**src/rtl/jardim_pkg.sv**
```systemverilog
// rtl/jardim_pkg.sv - shared constants for the irrigation controller key front-end
package jardim_pkg;

  localparam int CLK_HZ      = 50000000;
  localparam int DEBOUNCE_MS = 20;

  localparam int KEY_DAWN = 2;
  localparam int KEY_DUSK = 1;
  localparam int KEY_CTRL = 0;

  localparam logic KEY_PRESSED  = 1'b0;
  localparam logic KEY_RELEASED = 1'b1;

  function automatic int ms_to_cycles(input int ms);
    return (CLK_HZ / 1000) * ms;
  endfunction

endpackage

```
**src/rtl/key_conditioner_if.sv**
```systemverilog
// rtl/key_conditioner_if.sv - raw key inputs and conditioned level/pulse outputs
interface key_conditioner_if #(
  parameter int NUM_KEYS = 3
);

  logic [NUM_KEYS-1:0] KEY;
  logic [NUM_KEYS-1:0] key_level;
  logic [NUM_KEYS-1:0] key_press;
  logic [NUM_KEYS-1:0] key_rel;

  modport master (
    output KEY,
    input  key_level,
    input  key_press,
    input  key_rel
  );

  modport slave (
    input  KEY,
    output key_level,
    output key_press,
    output key_rel
  );

endinterface

```
**src/rtl/key_debounce_ch.sv**
```systemverilog
// rtl/key_debounce_ch.sv - one key channel: 2-FF sync, debounce counter, press/release pulses
// Release pulse logic exists only when JARDIM_KEY_RELEASE_PULSE_EN is defined.
module key_debounce_ch
  import jardim_pkg::*;
#(
  parameter int DEBOUNCE_CYCLES = 8
) (
  input  logic CLOCK_50,
  input  logic RESET_N,
  input  logic key_raw,
  output logic key_level,
  output logic key_press,
  output logic key_rel
);

  localparam int                CNT_W    = $clog2(DEBOUNCE_CYCLES);
  localparam logic [CNT_W-1:0]  CNT_LAST = CNT_W'(DEBOUNCE_CYCLES - 1);

  logic             s1;
  logic             s2;
  logic [CNT_W-1:0] cnt;

  always_ff @(posedge CLOCK_50 or negedge RESET_N) begin
    if (!RESET_N) begin
      s1 <= KEY_RELEASED;
      s2 <= KEY_RELEASED;
    end else begin
      s1 <= key_raw;
      s2 <= s1;
    end
  end

  // Any sample agreeing with the accepted level restarts the count.
  always_ff @(posedge CLOCK_50 or negedge RESET_N) begin
    if (!RESET_N) begin
      cnt       <= '0;
      key_level <= KEY_RELEASED;
      key_press <= 1'b0;
    end else begin
      key_press <= 1'b0;
      if (s2 == key_level) begin
        cnt <= '0;
      end else if (cnt == CNT_LAST) begin
        cnt       <= '0;
        key_level <= s2;
        key_press <= (s2 == KEY_PRESSED);
      end else begin
        cnt <= cnt + CNT_W'(1);
      end
    end
  end

`ifdef JARDIM_KEY_RELEASE_PULSE_EN
  logic accept;
  assign accept = (s2 != key_level) && (cnt == CNT_LAST);

  always_ff @(posedge CLOCK_50 or negedge RESET_N) begin
    if (!RESET_N) begin
      key_rel <= 1'b0;
    end else begin
      key_rel <= accept && (s2 == KEY_RELEASED);
    end
  end
`else
  assign key_rel = 1'b0;
`endif

endmodule

```
**src/rtl/key_conditioner.sv**
```systemverilog
// rtl/key_conditioner.sv - conditions the dawn/dusk/control push-buttons for the irrigation FSM
// Optional release pulses: define JARDIM_KEY_RELEASE_PULSE_EN.
module key_conditioner
  import jardim_pkg::*;
#(
  parameter int NUM_KEYS        = 3,
  parameter int DEBOUNCE_CYCLES = ms_to_cycles(DEBOUNCE_MS)
) (
  input logic               CLOCK_50,
  input logic               RESET_N,
  key_conditioner_if.slave  kif
);

  logic [NUM_KEYS-1:0] level;
  logic [NUM_KEYS-1:0] press;
  logic [NUM_KEYS-1:0] rel;

  // Channels are fully independent; simultaneous presses are not arbitrated here.
  for (genvar i = 0; i < NUM_KEYS; i++) begin : g_ch
    key_debounce_ch #(
      .DEBOUNCE_CYCLES(DEBOUNCE_CYCLES)
    ) u_ch (
      .CLOCK_50  (CLOCK_50),
      .RESET_N   (RESET_N),
      .key_raw   (kif.KEY[i]),
      .key_level (level[i]),
      .key_press (press[i]),
      .key_rel   (rel[i])
    );
  end

  assign kif.key_level = level;
  assign kif.key_press = press;
  assign kif.key_rel   = rel;

endmodule

```
**src/flat_wrapper.sv**
```systemverilog
// flat-port wrapper written by rule: the top's interface ports become plain ports
module key_conditioner_flat import jardim_pkg::*;
#(
  parameter int NUM_KEYS        = 3,
  parameter int DEBOUNCE_CYCLES = ms_to_cycles(DEBOUNCE_MS)
)
  (CLOCK_50, RESET_N, kif_KEY, kif_key_level, kif_key_press, kif_key_rel);
  key_conditioner_if #(.NUM_KEYS(NUM_KEYS)) kif_i ();
  input logic CLOCK_50;
  input logic RESET_N;
  input wire logic [$bits(kif_i.KEY)-1:0] kif_KEY;
  output wire logic [$bits(kif_i.key_level)-1:0] kif_key_level;
  output wire logic [$bits(kif_i.key_press)-1:0] kif_key_press;
  output wire logic [$bits(kif_i.key_rel)-1:0] kif_key_rel;
  assign kif_i.KEY = kif_KEY;
  assign kif_key_level = kif_i.key_level;
  assign kif_key_press = kif_i.key_press;
  assign kif_key_rel = kif_i.key_rel;
  key_conditioner #(.NUM_KEYS(NUM_KEYS), .DEBOUNCE_CYCLES(DEBOUNCE_CYCLES)) u_core (.CLOCK_50(CLOCK_50), .RESET_N(RESET_N), .kif(kif_i));
endmodule
```
**config.mk**
```make
export PLATFORM = sky130hd
export DESIGN_NAME = key_conditioner_flat
export DESIGN_NICKNAME = d
export VERILOG_FILES = /design/src/rtl/jardim_pkg.sv /design/src/rtl/key_conditioner_if.sv /design/src/rtl/key_debounce_ch.sv /design/src/rtl/key_conditioner.sv /design/src/flat_wrapper.sv
export SDC_FILE = /design/constraint.sdc
export NUM_CORES = 1
export LEC_CHECK = 0
export CAP_MARGIN = 30
export CORE_UTILIZATION = 24
export DETAILED_ROUTE_END_ITERATION = 8
export PLACE_DENSITY = 0.42
export REMOVE_ABC_BUFFERS = 1
export SLEW_MARGIN = 40
export SYNTH_ARGS = -nofsm -noshare
export SYNTH_HDL_FRONTEND = slang
export SYNTH_SLANG_ARGS = --single-unit
export TNS_END_PERCENT = 30
```
**constraint.sdc**
```tcl
create_clock -name CLOCK_50 -period 1.9 [get_ports CLOCK_50]
set_input_delay 0.38 -clock CLOCK_50 [delete_from_list [all_inputs] [get_ports CLOCK_50]]
set_output_delay 0.38 -clock CLOCK_50 [all_outputs]
set_load 0.005 [all_outputs]
```
# [Yosys cells after proc, flatten, opt, wreduce, memory -nomap -nowiden]
# Index checks and enable logic that the tools add are counted.
[word_totals] output_inout_bits=9 ff_bits=72 in_bits=5
[op_classes] bitwise=6 n_reduce_logical=3 muxes=12 addsub=3 eq_ne=6
[op_table] operator="20-bit two-way mux" count=6
[op_table] operator="20-bit by 1-bit adder with 20-bit output (second input constant)" count=3
[op_table] operator="20-bit equality test (second input constant)" count=3
[op_table] operator="1-bit two-way mux" count=6
[op_table] operator="1-bit NOT" count=6
[op_table] operator="2-bit AND reduction" count=3
[op_table] operator="1-bit equality test" count=3

# [Logic depth before layout (Yosys ltp)]
# Gate-level depths: netlist of the first run.
[depth] word_depth=3 ltp_mapped=7 mapped_depth_nobuf=5

# [Hierarchy]
# Synthesis of the first run repeated with hierarchy kept, for this count alone.
[hier_totals] cells_unflattened=354 hier_area_um2=3453.3
[modules_own_cells] module="key_debounce_ch" area_each_um2=1151.1 instances=3 cells_per_inst=118

# [Least setup slack after synthesis of the first run]
# No wires, ideal clock.
[synth_path] path_type="flip-flop to flip-flop" start="reg u_core.g_ch[0].u_ch.cnt[0]" end="reg u_core.g_ch[0].u_ch.cnt[10]" path_stages_with_launch=8 synth_period_minus_slack_ns=1.975 setup_slack_ns=-0.075 path_buffers=2 t_arrival_ns=1.843 setup_ns=0.132 cell_sequence="dfrtp_1 -> ha_1 -> and2_1 -> clkbuf_1 -> nand4_1 -> o31ai_2 -> clkbuf_1 -> nor2_1"
[synth_between] elab_chain_cells=3 elab_cells_between_ends=4 classes_between="add/sub (1); eq/ne (1); mux (2)"
[synth_lines] element="start, declared" line="key_debounce_ch.sv:21" text="logic [CNT_W-1:0] cnt;"
[synth_lines] element="start signal, assigned" line="key_debounce_ch.sv:48" text="cnt <= cnt + CNT_W'(1);"
[synth_lines] element="20-bit by 1-bit adder with 20-bit output or 20-bit equality test (tied branches)" line="key_debounce_ch.sv:48, key_debounce_ch.sv:43"
[synth_lines] element="20-bit two-way mux *" line="key_debounce_ch.sv:43" text="end else if (cnt == CNT_LAST) begin"
[synth_lines] element="20-bit two-way mux *" line="key_debounce_ch.sv:41" text="if (s2 == key_level) begin"
# Mark *: on every way between the ends. The rest lies on a longest branch, timed or not.
# A chain may end at the register's enable or synchronous reset.

# [Worst setup path after layout of the first run]
[layout_path] start="reg u_core.g_ch[1].u_ch.cnt[7]" end="reg u_core.g_ch[1].u_ch.cnt[19]"
[layout_between] elab_chain_cells=3 elab_cells_between_ends=4 classes_between="add/sub (1); eq/ne (1); mux (2)"
[layout_lines] element="start, declared" line="key_debounce_ch.sv:21"
[layout_lines] element="start signal, assigned" line="key_debounce_ch.sv:48"
[layout_lines] element="20-bit by 1-bit adder with 20-bit output or 20-bit equality test (tied branches)" line="key_debounce_ch.sv:48, key_debounce_ch.sv:43"
[layout_lines] element="20-bit two-way mux *" line="key_debounce_ch.sv:43"
[layout_lines] element="20-bit two-way mux *" line="key_debounce_ch.sv:41"
# Marks and branches as above.

==> reports/qor.yml, run 1 <==
routing:
  first_pass_iters: 4
  antenna_left: 0
  viasPerCell: 4.575
  drtIter0Drc: 98
  wl_per_cell_um: 12.46
  drc: 0
  wirelength_mm: 7.217
  vias: 2649
synth:
  synth_simple_gate_area_frac: 0.2475
  synthAdderAreaFrac: 0.01076
  ys_ff_latch: 72
  seq_area_frac_synth: 0.5197
  async_flop_share: 1.000
  muxShareOfSynthArea: 0.009684
  synth-edff-count: 0
  syn_inst: 349
  synth_top_family_by_area: "simple AND/OR/NAND/NOR gates"
  synth_compound_area_frac: 0.07389
  yosysUniqueCellTypes: 38
  synth-xor-area-share: 0.09290
  yosys_warnings: 0
  ys.flop_type: "dfrtp_1"
  syn_avg_cell_area_sq_um: 9.995
  netlist_area_sq_um: 3488
sta:
  finalWorstPathRequiredPeriod_ns: 2.002
  fin_tns_setup_ns: -1.818
  rsz0062_at_grt: "true"
  fin_hold_ws_ns: 0.06578
  worst_slack_ns: -0.1023
  final_hold_viol_count: 0
  maxSlewViolCount: 0
  fmax_mhz: 499.4
  finalCritPeriodShare: 1.054
  finClkSkew_ns: 0.004230
  setup_viol: 21
global_route:
  overflow: 0
  grt_max_degree: 73
  first_global_vias: 2723
  antenna_found_initial: 0
  grtUsageTotal: 0.1109
  grt_pass1_wl_mm: 12.86
place:
  hpwl_mm: 4.861
  io_buffers: 10
  placed_area_sq_um: 4034
  dp.cells: 562
  place_congestion: 0.7124
clock_tree:
  cts_buffers: 9
  cts_tree: "done"
  cts.sinks: 72
  clkTransAtPathRegs_ns: 0.05
  cts-root-buf: "clkbuf_16"
  cts_max_path_buffers: 2
  insertion_delay_ns: 0.33
  cts_setup_buffers: 0
  htree_levels: 3
floorplanning:
  die_x_um: 122.6
  die_h_um: 122.6
  initial_core_util: 0.2484
  core_sq_um: 14040
  fp-row-count: 43
  dieArea_sq_um: 15020
  io_pins: 14
pwr:
  p_per_area_nw_per_um2: 757.6
  p_leak_nw: 1.756
  max-vdd-ir-drop_uv: 519.5
cells_and_area:
  stdcell_count: 579
  fill_cells: 1442
  areaGrowthSynthToFinish_pct: 26.22
  fin_area_sq_um: 4403
  diodes: 0
  drive_gt1_frac: 0.2306
  nets: 402
  final_common_cell: "dfrtp_1"
  final_cell_mix: "dfrtp_1, nor2_1, buf_4"
worst_setup_path:
  startpoint_type: "flip-flop"
  path_class: "reg2reg"
  cp.arrival_ns: 2.21
  critPathCaptureType: "flip-flop"
  cp.required_ns: 2.11
  path_max_fanout: 6
status:
  violations: "negative setup slack"
  status: "complete, but fails checks"
run:
  maxCapViolations: 0
worst_hold_path:
  hp-class: "in2async"
-- area by class of cell --
class | instances | area, sq um | share of cell area
Inverter | 10 | 37.54 | 0.008525
Tap cell | 180 | 225.2 | 0.05115
Multi-Input combinational cell | 248 | 1602 | 0.3637
Timing Repair Buffer | 53 | 444.2 | 0.1009
Clock buffer | 12 | 236.5 | 0.05371
Sequential cell | 72 | 1813 | 0.4118
Clock inverter | 4 | 45.04 | 0.01023
-- registers in the layout, summed over array words and instances (netlist names) --
| name | flops |
|---|---|
| u_core.g_ch.u_ch.s1 | 3 |
| u_core.g_ch.u_ch.key_level | 3 |
| u_core.g_ch.u_ch.s2 | 3 |
| u_core.g_ch.u_ch.key_press | 3 |
| u_core.g_ch.u_ch.cnt | 60 |
-- path summary, 6_finish.rpt --
kind	startpoint	end	slack, ns	cells after the start
max	u_core.g_ch[1].u_ch.cnt[7]$_DFF_PN0_	u_core.g_ch[1].u_ch.cnt[19]$_DFF_PN0_	-0.10	5
min reg2reg	u_core.g_ch[2].u_ch.s1$_DFF_PN1_	u_core.g_ch[2].u_ch.s2$_DFF_PN1_	0.35	0
min	RESET_N	u_core.g_ch[1].u_ch.cnt[3]$_DFF_PN0_	0.07	2
max in group asynchronous	RESET_N	u_core.g_ch[0].u_ch.key_level$_DFFE_PN1P_	1.50	2
max reg2reg	u_core.g_ch[1].u_ch.cnt[7]$_DFF_PN0_	u_core.g_ch[1].u_ch.cnt[19]$_DFF_PN0_	-0.10	5
min in group CLOCK_50	u_core.g_ch[2].u_ch.s1$_DFF_PN1_	u_core.g_ch[2].u_ch.s2$_DFF_PN1_	0.35	0
-- Yosys cell counts (4+ instances only) --
library cell  count  share of area
dfrtp_1          63           0.45
nor2_1           43          0.046
nand2_1          20          0.022
a21oi_1          19          0.027
xor2_1           19          0.048
nand3_1          18          0.026
xnor2_1          18          0.045
nand4_1          14          0.025
or4_1            13          0.028
o31ai_1          11          0.024
or3_1            11          0.020
inv_1            10          0.011
buf_4             9          0.019
dfstp_2           9          0.068
o21ai_0           9          0.013
clkbuf_1          8         0.0086
nor4_1            8          0.014
and3_1            7          0.013
buf_2             4         0.0057
nor3_1            4         0.0057
nor4b_1           4          0.010
-- worst max-delay path: stages (launching register included) --
cell	delay, ns
dfrtp_1	0.37
or4b_4	0.52
or4_4	0.56
o21ai_4	0.21
buf_6	0.17
a21oi_2	0.04
-- kinds of logic (layout without fill, tap and decap cells) --
group,Yosys count,after routing
compound gates,43,43
buf+inv,31,79
xor+xnor,37,37
other cells,1,3
simple gates,159,159
fa+ha+maj,3,3
mux,3,3
flops,72,72
-- what timing repair did --
action	CTS	global route
pin swaps	7	2
gates cloned	1	0
gates resized for setup	11	10
setup endpoints to repair	21	45
hold buffers	0	0
-- per-layer routing --
| layer | GRT usage | part of all wire | vias up |
|---|---|---|---|
| li1 | - | - | 1315 |
| met1 | 0.1404 | 0.48 | 1298 |
| met2 | 0.1763 | 0.47 | 29 |
| met3 | 0.03346 | 0.028 | 7 |
| met4 | 0.04345 | 0.014 | 0 |
| met5 | 0 | 0 | - |
-- power by group --
group          switching, W  internal (W)  leakage (nW)
logic             0.0000755     0.0000484         0.649
registers         0.0000182       0.00156         0.967
clock network      0.000621       0.00101         0.140
total              0.000715       0.00262          1.76
-- through the flow --
stage,power (W),worst slack (ns),util
6_report,0.003335,-0.1023,0.3136
5_1_grt,0.003498,-0.1653,0.3136
4_1_cts,0.003411,-0.09829,0.3105
3_5_place_dp,0.001727,-0.1252,0.2873
3_3_place_gp,0.001726,-0.1040,0.2873
2_1_floorplan,0.001645,-0.6164,-
Note: power is estimated with default switching activity, not from simulation.
==> run 2: changes to the inputs <==
--- a/config.mk
+++ b/config.mk
@@ -6,6 +6,7 @@
 export NUM_CORES = 1
 export LEC_CHECK = 0
 export CAP_MARGIN = 30
+export CORE_ASPECT_RATIO = 2
 export CORE_UTILIZATION = 24
 export DETAILED_ROUTE_END_ITERATION = 8
 export PLACE_DENSITY = 0.42
==> run 2 against run 1 <==
  * The flow finishes with violations (negative hold slack, negative setup slack)
  * Global-route usage is 1.1 points higher
  * Total power increased by 5.2%
  * Combinational power up 6%
  * Non-clock buffer count grew 1
  * Routed wire length rose by 12%
  * Count of clock-buffer cells in the layout down 2
  * Final area is 0.65% higher
  * Worst setup slack better by 0.021 ns
  * Critical path depth is 1 lower
  * Critical path type unchanged
  * Largest cell class unchanged
  * Largest power group unchanged
  * Highest routed layer unchanged
==> reports/qor.yml, run 2 (synthesis results as in run 1) <==
worst_setup_path:
  cp-startpoint: "u_core.g_ch[1].u_ch.cnt[8]$_DFF_PN0_"  # was u_core.g_ch[1].u_ch.cnt[7]$_DFF_PN0_
  slowest_stage: "or4_4"  # unchanged
  rrSetupSlack_ns: -0.08  # was -0.10 ns
  critPathCaptureType: "flip-flop"  # unchanged
  reg2reg_from: "u_core.g_ch[1].u_ch.cnt[8]$_DFF_PN0_"  # was u_core.g_ch[1].u_ch.cnt[7]$_DFF_PN0_
  crit_cells: 4  # was 5
  cp_cell_sequence: "or4b_1, or4_4, nor2_1, mux2_2"  # was or4b_4, or4_4, o21ai_4, buf_6, a21oi_2
  startpoint_type: "flip-flop"  # unchanged
  path_class: "reg2reg"  # unchanged
  path_max_fanout: 3  # was 6
  endpoint: "u_core.g_ch[1].u_ch.key_level$_DFFE_PN1P_"  # was u_core.g_ch[1].u_ch.cnt[19]$_DFF_PN0_
  critical-path-max-stage-delay_ns: 0.56  # about the same
  rr_endpoint: "u_core.g_ch[1].u_ch.key_level$_DFFE_PN1P_"  # was u_core.g_ch[1].u_ch.cnt[19]$_DFF_PN0_
  cp.arrival_ns: 2.24  # was 2.21 ns
  reg2reg_depth: 4  # was 5
  critPathBufInv: 0  # was 1
  cp.required_ns: 2.16  # was 2.11 ns
  cpLargestDelayFamily: "simple AND/OR/NAND/NOR gates"  # unchanged
sta:
  finalCritPeriodShare: 1.043  # was 1.054
  worst_slack_ns: -0.08105  # was -0.1023 ns
  finalWorstPathRequiredPeriod_ns: 1.981  # was 2.002 ns
  maxSlewViolCount: 0  # unchanged
  setup_viol: 22  # was 21
  fin_hold_ws_ns: -0.01328  # was 0.06578 ns
  fin_tns_setup_ns: -1.336  # was -1.818 ns
  fmax_mhz: 504.8  # was 499.4 MHz
  rsz0062_at_grt: "true"  # unchanged
  final_hold_viol_count: 14  # was 0
  finClkSkew_ns: 0.009395  # was 0.004230 ns
place:
  io_buffers: 10  # unchanged
  place_congestion: 0.7651  # was 0.7124
  dp.cells: 576  # was 562
  place_ws_ns: -0.1429  # was -0.1252 ns
  hpwl_mm: 5.982  # was 4.861 mm
routing:
  drc: 0  # unchanged
  wl_per_cell_um: 13.67  # was 12.46 um
  wirelength_mm: 8.093  # was 7.217 mm
  drtIter0Drc: 78  # was 98
  antenna_left: 0  # unchanged
  viasPerCell: 4.551  # was 4.575
  first_pass_iters: 4  # unchanged
  vias: 2694  # was 2649
worst_hold_path:
  hp-class: "in2async"  # unchanged
floorplanning:
  io_pins: 14  # unchanged
  die_x_um: 87.25  # was 122.6 um
  die_h_um: 172.5  # was 122.6 um
  core_sq_um: 14270  # was 14040 sq um
  fp-row-count: 62  # was 43
  dieArea_sq_um: 15050  # was 15020 sq um
  initial_core_util: 0.2444  # was 0.2484
pwr:
  p_per_area_nw_per_um2: 791.5  # was 757.6 nW/um^2
  max-vdd-ir-drop_uv: 408.9  # was 519.5 uV
  p_leak_nw: 1.783  # was 1.756 nW
cells_and_area:
  largest_reg_flops: 60  # unchanged
  nets: 403  # was 402
  drive_gt1_frac: 0.2125  # was 0.2306
  diodes: 0  # unchanged
  fill_cells: 1502  # was 1442
  largest_register: "u_core.g_ch.u_ch.cnt"  # unchanged
  final_common_cell: "dfrtp_1"  # unchanged
  finish.utilization: 0.3105  # was 0.3136
  final_cell_mix: "dfrtp_1, nor2_1, buf_4"  # unchanged
  areaGrowthSynthToFinish_pct: 27.04  # was 26.22%
  stdcell_count: 592  # was 579
clock_tree:
  cts_setup_buffers: 0  # unchanged
  cts-root-buf: "clkbuf_16"  # unchanged
  htree_levels: 3  # unchanged
  cts_tree: "done"  # unchanged
  cts_buffers: 9  # unchanged
  clkTransAtPathRegs_ns: 0.06  # was 0.05 ns
  cts.sinks: 72  # unchanged
  cts_max_path_buffers: 2  # unchanged
  insertion_delay_ns: 0.33  # about the same
global_route:
  grt_max_degree: 33  # was 73
  grtUsageTotal: 0.1224  # was 0.1109
  antenna_found_initial: 0  # unchanged
  grt_pass1_wl_mm: 13.85  # was 12.86 mm
  first_global_vias: 2853  # was 2723
  overflow: 0  # unchanged
status:
  violations: "negative hold slack, negative setup slack"  # was negative setup slack
  status: "complete, but fails checks"  # unchanged
run:
  maxCapViolations: 0  # unchanged
run 2: layout make-up:
| cell class | count | area, sq um | share of cell area |
|---|---|---|---|
| sequential | 72 | 1813 | 0.4091 |
| multi-input combinational | 248 | 1564 | 0.3529 |
| inverter | 10 | 37.54 | 0.008470 |
| timing repair buffer | 54 | 464.2 | 0.1047 |
| tap | 192 | 240.2 | 0.05421 |
| clock buffer | 10 | 229.0 | 0.05167 |
| clock inverter | 6 | 83.83 | 0.01892 |
run 2: what timing repair did:
action / in CTS / in global routing
hold buffers: 0 / 0
setup endpoints to repair: 22 / 34
endpoints found under the hold margin: 0 / 0
gates resized for setup: 5 / 4
run 2: per-layer routing:
| layer | GRT usage | share of wire | vias to the layer above |
|---|---|---|---|
| met4 | 0.06058 | 0.021 | 0 |
| met1 | 0.1225 | 0.39 | 1344 |
| met3 | 0.02530 | 0.022 | 11 |
| met2 | 0.2323 | 0.57 | 25 |
| li1 | - | - | 1314 |
| met5 | 0 | 0 | - |
run 2: worst min path at each step:
stage	startpoint	to	slack, ns	depth (start not counted)
floorplan	RESET_N	u_core.g_ch[0].u_ch.cnt[0]$_DFF_PN0_	0.08	0
global placement	u_core.g_ch[1].u_ch.s1$_DFF_PN1_	u_core.g_ch[1].u_ch.s2$_DFF_PN1_	0.35	0
detailed placement	u_core.g_ch[1].u_ch.s1$_DFF_PN1_	u_core.g_ch[1].u_ch.s2$_DFF_PN1_	0.35	0
CTS	RESET_N	u_core.g_ch[0].u_ch.cnt[4]$_DFF_PN0_	0.0002	1
global route	RESET_N	u_core.g_ch[0].u_ch.cnt[4]$_DFF_PN0_	0.02	1
finish	RESET_N	u_core.g_ch[0].u_ch.cnt[4]$_DFF_PN0_	-0.01	1
run 2: metrics by stage:
stage,area [sq um],total power [W]
after floorplan,3378,0.001645
after global placement,4076,0.001737
after detailed placement,4076,0.001739
after CTS,4408,0.003571
after global routing,4432,0.003653
final,4432,0.003508
run 2: worst reg2reg max path: stages, from the launching register on:
cell and delay (ns):
dfrtp_1 0.38, or4b_1 0.52, or4_4 0.56, nor2_1 0.12, mux2_2 0.34
run 2: power by group:
group	switching, W	internal [W]
clock	0.000651	0.00115
sequential	0.0000186	0.00156
combinational	0.0000786	0.0000528
total	0.000748	0.00276
==> run 3: changes to the inputs <==
--- a/config.mk
+++ b/config.mk
@@ -8,10 +8,11 @@
 export CAP_MARGIN = 30
 export CORE_ASPECT_RATIO = 2
 export CORE_UTILIZATION = 24
+export CTS_CLUSTER_DIAMETER = 80
 export DETAILED_ROUTE_END_ITERATION = 8
 export PLACE_DENSITY = 0.42
 export REMOVE_ABC_BUFFERS = 1
-export SLEW_MARGIN = 40
+export SLEW_MARGIN = 20
 export SYNTH_ARGS = -nofsm -noshare
 export SYNTH_HDL_FRONTEND = slang
 export SYNTH_SLANG_ARGS = --single-unit
==> results of run 3 <==
The final DEF is identical to that of run 2; final timing and power are the same.
